### src/rtl/eth_rx_dispatch.sv
// GMII receive front end: strips preamble, filters on MAC/IP, classifies ARP/ICMP/UDP and streams the payload.
// Latency: every output is registered, one cycle after the GMII byte that caused it.
// Backpressure: none; GMII cannot be stalled, so the consumer must take every pay_en byte as it arrives.
module eth_rx_dispatch #(
    parameter logic [47:0] BOARD_MAC = 48'h00_11_22_33_44_55,
    parameter logic [31:0] BOARD_IP  = {8'd192, 8'd168, 8'd1, 8'd10}
) (
    input  logic        gmii_rx_clk,
    input  logic        rst,
    input  logic        gmii_rx_dv,
    input  logic [7:0]  gmii_rxd,
    output logic        hdr_vld,
    output logic [1:0]  frm_type,
    output logic [47:0] src_mac,
    output logic [31:0] src_ip,
    output logic        pay_en,
    output logic [7:0]  pay_data,
    output logic [15:0] pay_byte_num,
    output logic        frm_end,
    output logic        frm_drop
);

    localparam logic [7:0]  PRE_BYTE   = 8'h55;
    localparam logic [7:0]  SFD_BYTE   = 8'hD5;
    localparam logic [47:0] BCAST_MAC  = 48'hFF_FF_FF_FF_FF_FF;
    localparam logic [15:0] ETYPE_ARP  = 16'h0806;
    localparam logic [15:0] ETYPE_IPV4 = 16'h0800;
    localparam logic [7:0]  IP_VER_IHL = 8'h45;
    localparam logic [7:0]  PROTO_ICMP = 8'd1;
    localparam logic [7:0]  PROTO_UDP  = 8'd17;
    localparam logic [4:0]  MAX_PRE    = 5'd7;

    typedef enum logic [2:0] {
        WAIT_IDLE,
        IDLE,
        PREAMBLE,
        ETH_HDR,
        IP_HDR,
        PAYLOAD,
        DROP
    } state_t;

    state_t      state, state_nxt;
    // Shared counter: preamble bytes seen in PREAMBLE, header byte index in ETH_HDR/IP_HDR.
    logic [4:0]  byte_cnt, byte_cnt_nxt;

    // Header capture; src_mac/src_ip outputs only load from these once a frame is accepted.
    logic [39:0] dst_sr;
    logic [47:0] mac_sr;
    logic [7:0]  type_hi;
    logic [1:0]  ip_class;
    logic [31:0] ip_sr;
    logic [23:0] dip_sr;
    logic [15:0] pay_cnt;

    // Full fields formed with the byte currently on the wire, used on the last byte of each field.
    logic [47:0] dst_full;
    logic [15:0] etype_full;
    logic [31:0] dip_full;

    // Per-cycle decisions taken by the FSM, registered into the outputs.
    logic        take_arp;
    logic        take_ip;
    logic        drop_now;
    logic        end_now;
    logic        pay_now;

    assign dst_full   = {dst_sr, gmii_rxd};
    assign etype_full = {type_hi, gmii_rxd};
    assign dip_full   = {dip_sr, gmii_rxd};

    // State and header byte counter register.
    always_ff @(posedge gmii_rx_clk) begin
        if (rst) begin
            state    <= WAIT_IDLE;
            byte_cnt <= 5'd0;
        end else begin
            state    <= state_nxt;
            byte_cnt <= byte_cnt_nxt;
        end
    end

    // Next-state logic and per-byte accept/drop decisions.
    always_comb begin
        state_nxt    = state;
        byte_cnt_nxt = byte_cnt;
        take_arp     = 1'b0;
        take_ip      = 1'b0;
        drop_now     = 1'b0;
        end_now      = 1'b0;
        pay_now      = 1'b0;
        case (state)
            // Never start mid-frame: wait for a gap after reset.
            WAIT_IDLE: begin
                if (!gmii_rx_dv) begin
                    state_nxt = IDLE;
                end
            end
            IDLE: begin
                if (gmii_rx_dv) begin
                    if (gmii_rxd == PRE_BYTE) begin
                        state_nxt    = PREAMBLE;
                        byte_cnt_nxt = 5'd1;
                    end else begin
                        // Garbage outside a frame is silently skipped.
                        state_nxt = DROP;
                    end
                end
            end
            PREAMBLE: begin
                if (!gmii_rx_dv) begin
                    drop_now  = 1'b1;
                    state_nxt = IDLE;
                end else if (gmii_rxd == PRE_BYTE) begin
                    if (byte_cnt == MAX_PRE) begin
                        drop_now  = 1'b1;
                        state_nxt = DROP;
                    end else begin
                        byte_cnt_nxt = byte_cnt + 5'd1;
                    end
                end else if (gmii_rxd == SFD_BYTE) begin
                    state_nxt    = ETH_HDR;
                    byte_cnt_nxt = 5'd0;
                end else begin
                    drop_now  = 1'b1;
                    state_nxt = DROP;
                end
            end
            ETH_HDR: begin
                if (!gmii_rx_dv) begin
                    drop_now  = 1'b1;
                    state_nxt = IDLE;
                end else begin
                    byte_cnt_nxt = byte_cnt + 5'd1;
                    if (byte_cnt == 5'd5 && dst_full != BOARD_MAC && dst_full != BCAST_MAC) begin
                        drop_now  = 1'b1;
                        state_nxt = DROP;
                    end else if (byte_cnt == 5'd13) begin
                        if (etype_full == ETYPE_ARP) begin
                            take_arp  = 1'b1;
                            state_nxt = PAYLOAD;
                        end else if (etype_full == ETYPE_IPV4) begin
                            state_nxt    = IP_HDR;
                            byte_cnt_nxt = 5'd0;
                        end else begin
                            drop_now  = 1'b1;
                            state_nxt = DROP;
                        end
                    end
                end
            end
            IP_HDR: begin
                if (!gmii_rx_dv) begin
                    drop_now  = 1'b1;
                    state_nxt = IDLE;
                end else begin
                    byte_cnt_nxt = byte_cnt + 5'd1;
                    if (byte_cnt == 5'd0 && gmii_rxd != IP_VER_IHL) begin
                        drop_now  = 1'b1;
                        state_nxt = DROP;
                    end else if (byte_cnt == 5'd19) begin
                        // Protocol was latched at byte 9; both checks settle here.
                        if (ip_class != 2'd0 && dip_full == BOARD_IP) begin
                            take_ip   = 1'b1;
                            state_nxt = PAYLOAD;
                        end else begin
                            drop_now  = 1'b1;
                            state_nxt = DROP;
                        end
                    end
                end
            end
            PAYLOAD: begin
                if (gmii_rx_dv) begin
                    pay_now = 1'b1;
                end else begin
                    end_now   = 1'b1;
                    state_nxt = IDLE;
                end
            end
            DROP: begin
                if (!gmii_rx_dv) begin
                    state_nxt = IDLE;
                end
            end
            default: begin
                state_nxt = WAIT_IDLE;
            end
        endcase
    end

    // Shift header fields in as they pass; only the byte index decides which field loads.
    always_ff @(posedge gmii_rx_clk) begin
        if (rst) begin
            dst_sr   <= 40'd0;
            mac_sr   <= 48'd0;
            type_hi  <= 8'd0;
            ip_class <= 2'd0;
            ip_sr    <= 32'd0;
            dip_sr   <= 24'd0;
        end else if (gmii_rx_dv) begin
            if (state == ETH_HDR) begin
                if (byte_cnt < 5'd5) begin
                    dst_sr <= {dst_sr[31:0], gmii_rxd};
                end
                if (byte_cnt >= 5'd6 && byte_cnt <= 5'd11) begin
                    mac_sr <= {mac_sr[39:0], gmii_rxd};
                end
                if (byte_cnt == 5'd12) begin
                    type_hi <= gmii_rxd;
                end
            end
            if (state == IP_HDR) begin
                if (byte_cnt == 5'd9) begin
                    if (gmii_rxd == PROTO_ICMP) begin
                        ip_class <= 2'd2;
                    end else if (gmii_rxd == PROTO_UDP) begin
                        ip_class <= 2'd3;
                    end else begin
                        ip_class <= 2'd0;
                    end
                end
                if (byte_cnt >= 5'd12 && byte_cnt <= 5'd15) begin
                    ip_sr <= {ip_sr[23:0], gmii_rxd};
                end
                if (byte_cnt >= 5'd16 && byte_cnt <= 5'd18) begin
                    dip_sr <= {dip_sr[15:0], gmii_rxd};
                end
            end
        end
    end

    // Registered outputs; classification fields only move on an accepted header.
    always_ff @(posedge gmii_rx_clk) begin
        if (rst) begin
            hdr_vld      <= 1'b0;
            frm_end      <= 1'b0;
            frm_drop     <= 1'b0;
            pay_en       <= 1'b0;
            pay_data     <= 8'd0;
            frm_type     <= 2'd0;
            src_mac      <= 48'd0;
            src_ip       <= 32'd0;
            pay_cnt      <= 16'd0;
            pay_byte_num <= 16'd0;
        end else begin
            hdr_vld  <= take_arp | take_ip;
            frm_end  <= end_now;
            frm_drop <= drop_now;
            pay_en   <= pay_now;
            if (pay_now) begin
                pay_data <= gmii_rxd;
            end
            if (take_arp) begin
                frm_type <= 2'd1;
                src_mac  <= mac_sr;
            end
            if (take_ip) begin
                frm_type <= ip_class;
                src_mac  <= mac_sr;
                src_ip   <= ip_sr;
            end
            // Count restarts with each new header and sticks at all-ones on jumbo streams.
            if (take_arp | take_ip) begin
                pay_cnt <= 16'd0;
            end else if (pay_now && pay_cnt != 16'hFFFF) begin
                pay_cnt <= pay_cnt + 16'd1;
            end
            if (end_now) begin
                pay_byte_num <= pay_cnt;
            end
        end
    end

endmodule

### config.mk
export PLATFORM = sky130hd
export DESIGN_NAME = eth_rx_dispatch
export DESIGN_NICKNAME = d
export VERILOG_FILES = /design/src/rtl/eth_rx_dispatch.sv
export SDC_FILE = /design/constraint.sdc
export NUM_CORES = 1
export LEC_CHECK = 0
export CAP_MARGIN = 10
export CORE_ASPECT_RATIO = 1.2
export CORE_MARGIN = 3
export CORE_UTILIZATION = 63
export CTS_BUF_LIST = sky130_fd_sc_hd__clkbuf_4
export DETAILED_ROUTE_END_ITERATION = 6
export MAX_ROUTING_LAYER = met4
export PLACE_DENSITY_LB_ADDON = 0.3
export SLEW_MARGIN = 25
export SYNTH_ARGS = -nofsm -noshare
export SYNTH_HDL_FRONTEND = slang
export SYNTH_SLANG_ARGS = --single-unit
### constraint.sdc
create_clock -name gmii_rx_clk -period 5.81 [get_ports gmii_rx_clk]
set_input_delay 1.162 -clock gmii_rx_clk [delete_from_list [all_inputs] [get_ports gmii_rx_clk]]
set_output_delay 1.162 -clock gmii_rx_clk [all_outputs]
set_load 0.005 [all_outputs]
After elaboration in Yosys (flattened, before gate mapping):

Index checks and enable logic that the tools add are counted.

* bits in registers: 288
* latch bits: 0
* RAM bits: 0
* ROM bits: 0
* input bits: 11
* logic and storage cells: 149
* memories: 0

* add/subtract/negate cells: 2
* $mul: 0
* divide/modulo/power cells: 0
* magnitude comparators: 7
* eq/ne operators: 34
* shift operators: 0
* multiplexer cells: 64
* bitwise logic cells: 1
* reduce and logical (&&, ||, !) cells: 23

Operators by type and width (count)
* 48-bit 2-to-1 mux: 2
* 5-bit 2-to-1 mux: 12
* 48-bit by 37-bit != test with 1-bit output, second input constant: 1
* 48-bit != test, second input constant: 1
* 3-bit 2-to-1 mux: 13
* 16-bit by 12-bit equality test with 1-bit output, second input constant: 2
* 32-bit equality test, second input constant: 1
* 1-bit 2-to-1 mux: 27
* 5-bit case mux with 4 select lines: 1
* 3-bit AND reduction: 6
* 16-bit by 1-bit adder with 16-bit output, second input constant: 1
* 16-bit != test, second input constant: 1
* 5-bit by 4-bit equality test with 1-bit output, second input constant: 3
* 3-bit case mux with 5 select lines: 1
* 2-bit 2-to-1 mux: 7
* 2-bit != test, second input constant: 6
* 4-bit != test, second input constant: 3
* 5-bit by 3-bit equality test with 1-bit output, second input constant: 2
* 5-bit by 4-bit less-or-equal comparator with 1-bit output, second input constant: 2
* 3-bit equality test, second input constant: 3
* 8-bit by 1-bit equality test with 1-bit output, second input constant: 1
* 8-bit by 5-bit equality test with 1-bit output, second input constant: 1
* 8-bit by 7-bit equality test with 1-bit output, second input constant: 1
* 8-bit equality test, second input constant: 1
* other kinds (22): 32

Longest topological paths before layout:

* depth in word-level cells: 9
* gate-level depth with buffers: 10
* depth with buffers taken out: 8

Worst setup path after synthesis:

No wires, ideal clock.

* path type: input-to-reg
* start point: in gmii_rxd[5]
* end point: reg src_mac[10]
* setup time: 0.128 ns
* arrival: 2.963 ns
* data required time: 5.682 ns
* slack: 2.719 ns
* cell stages on the path: 9
* buffers on the path: 3
* path through: buf_2 > or4_4 > o2111ai_4 > nand4_4 > o32ai_4 > buf_12 > buf_12 > mux2i_1 > nor2_1

* cells in the longest elaborated chain, start to end: 8
* elaborated cells between the ends (all ways): 21
* classes of those cells: eq/ne: 5; mux: 11; reduce/logical: 5

Ends and longest elaborated chain
* from (decl): RTL line 11 `input logic [7:0] gmii_rxd,`
* 32-bit equality test: RTL line 163 `if (ip_class != 2'd0 && dip_full == BOARD_IP) begin`
* 1-bit logical AND: RTL line 163
* 1-bit 2-to-1 mux: RTL line 163
* 1-bit 2-to-1 mux: RTL line 161 `end else if (byte_cnt == 5'd19) begin`
* 1-bit 2-to-1 mux: RTL line 158 `if (byte_cnt == 5'd0 && gmii_rxd != IP_VER_IHL) begin`
* 1-bit 2-to-1 mux: RTL line 153 `if (!gmii_rx_dv) begin`
* 1-bit 2-to-1 mux: RTL line 92 `case (state)`
* 48-bit 2-to-1 mux / 2-bit nonzero test (equally long branches)
* to (signal assigned): RTL line 256 `src_mac <= mac_sr;`
* to (signal assigned): RTL line 260 `src_mac <= mac_sr;`
* to (decl): RTL line 14 `output logic [47:0] src_mac,`

Parallel ways exist; a longest one is shown, timed or not.
A chain may end at the register's enable or synchronous reset.

Final worst setup path:

* start point: in gmii_rxd[1]
* end point: reg src_mac[47]

The elaborated chain is that of the path after synthesis.

==> impl_metrics.env <==
export IMPL_run_status="finished clean"
export IMPL_synth_ff_type="dfxtp_1"
export IMPL_worstPathArrival_ps=4280
export IMPL_clkSlewWorstSetupHoldPaths_ps=60
export IMPL_fin_util=0.759
export IMPL_finalSetupViolCount=0
export IMPL_hpwl_um=17000
export IMPL_netlist_area_um2=11300
export IMPL_hold_ws_ps=452
export IMPL_antenna_found_initial=1
export IMPL_start_kind="input pin"
export IMPL_synth_avg_cell_area_um2=8.65
export IMPL_worstPathMaxFanout=20
export IMPL_synth_nets=1326
export IMPL_rows=53
export IMPL_clockBufferDepth=3
export IMPL_rsz0062_at_grt="no"
export IMPL_ant_nets=0
export IMPL_critPathBufInv=2
export IMPL_cpMaxStageDelayCell="or4_4"
export IMPL_io_pins=121
export IMPL_cts_sinks=288
export IMPL_grt_max_degree=157
export IMPL_final_common_cell="nand2_1"
export IMPL_synth_warnings=0
export IMPL_area_delta_synth_final_pct=17.8
export IMPL_r2r_cells=7
export IMPL_cap_violations=0
export IMPL_hold_path_class="register to register"
export IMPL_p_leak_nw=4.57
export IMPL_finalCritPeriodShare=0.651
export IMPL_ctsResizeCount=0
export IMPL_p_sw_w=0.000974
export IMPL_p_per_area_nw_per_um2=292
export IMPL_min_period_ps=3780
export IMPL_tns_ps=0
export IMPL_finalHoldViolCount=0
export IMPL_dr_total_vias=9451
export IMPL_cts_root_buf="clkbuf_4"
export IMPL_tightestPinTransition_ps=923
export IMPL_async_reset_ff_frac=0
export IMPL_pwr_share_seq=0.523
export IMPL_drt_pass1_iter_count=5
export IMPL_clk_latency_ps=670
export IMPL_drtIter0Drc=659
export IMPL_final_cell_area_um2=13300
export IMPL_swShare=0.250
export IMPL_initial_core_util=0.644
export IMPL_slowest_delay_ps=700
export IMPL_cp_top_family="buffers and inverters"
export IMPL_grt_first_pass_wirelength_um=43700
export IMPL_skew_ps=46.4
export IMPL_die_area_um2=19600
export IMPL_critPathRequiredTime_ps=6300
export IMPL_ys_ff_latch=288
export IMPL_htreeDepth=3
export IMPL_finalWirelength_um=26200
export IMPL_gp_congestion=1.01
export IMPL_cts_buffers=70
export IMPL_seq_area_frac_synth=0.509
export IMPL_relSlewSlack=0.385
export IMPL_synth_cell_types=58
export IMPL_worst_setup_path_end_kind="register"
export IMPL_postCtsSetupRepairBufs=0
export IMPL_viasPerCell=5.62
export IMPL_first_global_vias=9045
export IMPL_fin_nets=1441
export IMPL_grt_ovfl_total=0
export IMPL_drc_errors=0
export IMPL_cp_depth=8
export IMPL_synth_edf_count=0
export IMPL_combPwrFrac=0.073
export IMPL_final_cell_mix="311 x nand2_1, 288 x dfxtp_1, 161 x a21oi_1"
export IMPL_cts_tree="done"
export IMPL_postPlaceCellArea_um2=12500
export IMPL_path_cells="clkdlybuf4s50_1 > or4_4 > o2111ai_4 > nand4_4 > o32ai_4 > buf_4 > mux2i_1 > nor2_1"
export IMPL_place_inst=1572
export IMPL_wl_per_cell_um=15.6
export IMPL_netlist_instances=1309
export IMPL_crit_type="input pin to register"
export IMPL_port_buffers=120
export IMPL_grt_util_all_layers=0.275
export IMPL_intPower_w=0.00293
export IMPL_drive_gt1_frac=0.0889
export IMPL_ir_drop_mv=0.197
export IMPL_die_width_um=128
export IMPL_stdcell_count=1683
export IMPL_fmax_mhz=264
export IMPL_clock_power_share=0.405
export IMPL_die_h_um=153
export IMPL_core_area_um2=17600
export IMPL_ctsHoldBuffers=0
export IMPL_drv_slew=0
export IMPL_whs_path_depth=2
==> final timing paths <==
path | start | endpoint | slack (ps)
setup / recovery | gmii_rxd[1] | src_mac[47] | 2030
hold / removal | pay_byte_num[4] | pay_byte_num[4] | 450
setup reg to reg | byte_cnt[0] | src_mac[47] | 2800
hold reg to reg | pay_byte_num[4] | pay_byte_num[4] | 450
==> routing by layer <==
layer / vias up / GRT usage / part of all wire
li1: 4671 / - / -
met1: 4445 / 0.329 / 0.42
met2: 275 / 0.450 / 0.51
met3: 60 / 0.0542 / 0.048
met4: 0 / 0.117 / 0.029
met5: - / - / 0
==> flip-flops by register name, summed over array words and instances, names as in the netlist, 2 cells and up <==
signal	cells
mac_sr	48
src_mac	48
dst_sr	40
ip_sr	32
src_ip	32
dip_sr	24
pay_byte_num	16
pay_cnt	16
pay_data	8
type_hi	8
byte_cnt	5
state	3
frm_type	2
ip_class	2
==> kinds of logic (layout without fill, tap and decap cells) <==
logic type                 Yosys count  after routing  share of synthesized area
AOI/OAI and AO/OA                  199            199                     0.0998
xor gates and xnor gates            15             15                     0.0116
adders and majority gates            6              6                    0.00663
buffers and inverters              101            254                     0.0435
DFF                                288            288                      0.509
muxes                              114            114                      0.101
other                                0              1                          0
and+or+nand+nor                    586            586                      0.228
==> metrics by stage <==
stage,setup WS [ps],power [W]
2_1_floorplan,2720,0.00229
3_3_place_gp,1450,0.00236
3_5_place_dp,1390,0.00236
4_1_cts,2070,0.00394
5_1_grt,1910,0.00408
6_report,2030,0.00390
==> cells in the mapped netlist, drive strengths merged, types with 4 or more instances <==
library cell | count | share of area
clkbuf | 74 | 0.025
nand4b | 4 | 0.0031
nor2b | 5 | 0.0028
mux2i | 114 | 0.10
inv | 9 | 0.0030
nor3 | 26 | 0.011
nand2b | 8 | 0.0044
a211oi | 8 | 0.0053
xor2 | 12 | 0.0093
buf | 18 | 0.016
nand3 | 14 | 0.0062
and3 | 8 | 0.0044
nand2 | 311 | 0.10
dfxtp | 288 | 0.51
nand3b | 4 | 0.0027
or4b | 4 | 0.0035
ha | 6 | 0.0066
nor2 | 143 | 0.048
a211o | 4 | 0.0031
o21ai | 6 | 0.0027
nor4b | 4 | 0.0031
a21oi | 161 | 0.071
nor4 | 13 | 0.0077
or3 | 6 | 0.0033
nand4 | 22 | 0.013
==> worst reg2reg max path, cell delays in order, from the launching register on <==
cell and delay [ps]:
dfxtp_1 510, ha_1 270, nand4b_1 210, or2_2 390
o32ai_4 810, buf_4 420, mux2i_1 210, nor2_1 50
==> power groups by stage <==
stage               Combinational, W  Sequential (W)  Clock [W]
floorplan                   0.000236         0.00205          0
global placement            0.000283         0.00208          0
detailed placement          0.000282         0.00208          0
CTS                         0.000283         0.00204    0.00162
global route                0.000315         0.00204    0.00172
finish                      0.000284         0.00204    0.00158
==> layout make-up <==
class | instances | area [µm²]
inverter | 9 | 33.8
timing repair buffer | 135 | 1340
antenna | 1 | 2.50
clock inverter | 18 | 130
sequential | 288 | 5770
multi-input combinational | 920 | 5090
clock buffer | 92 | 691
tap | 220 | 275
fill | 1289 | 4240
Power figures use the tool's default switching activity.
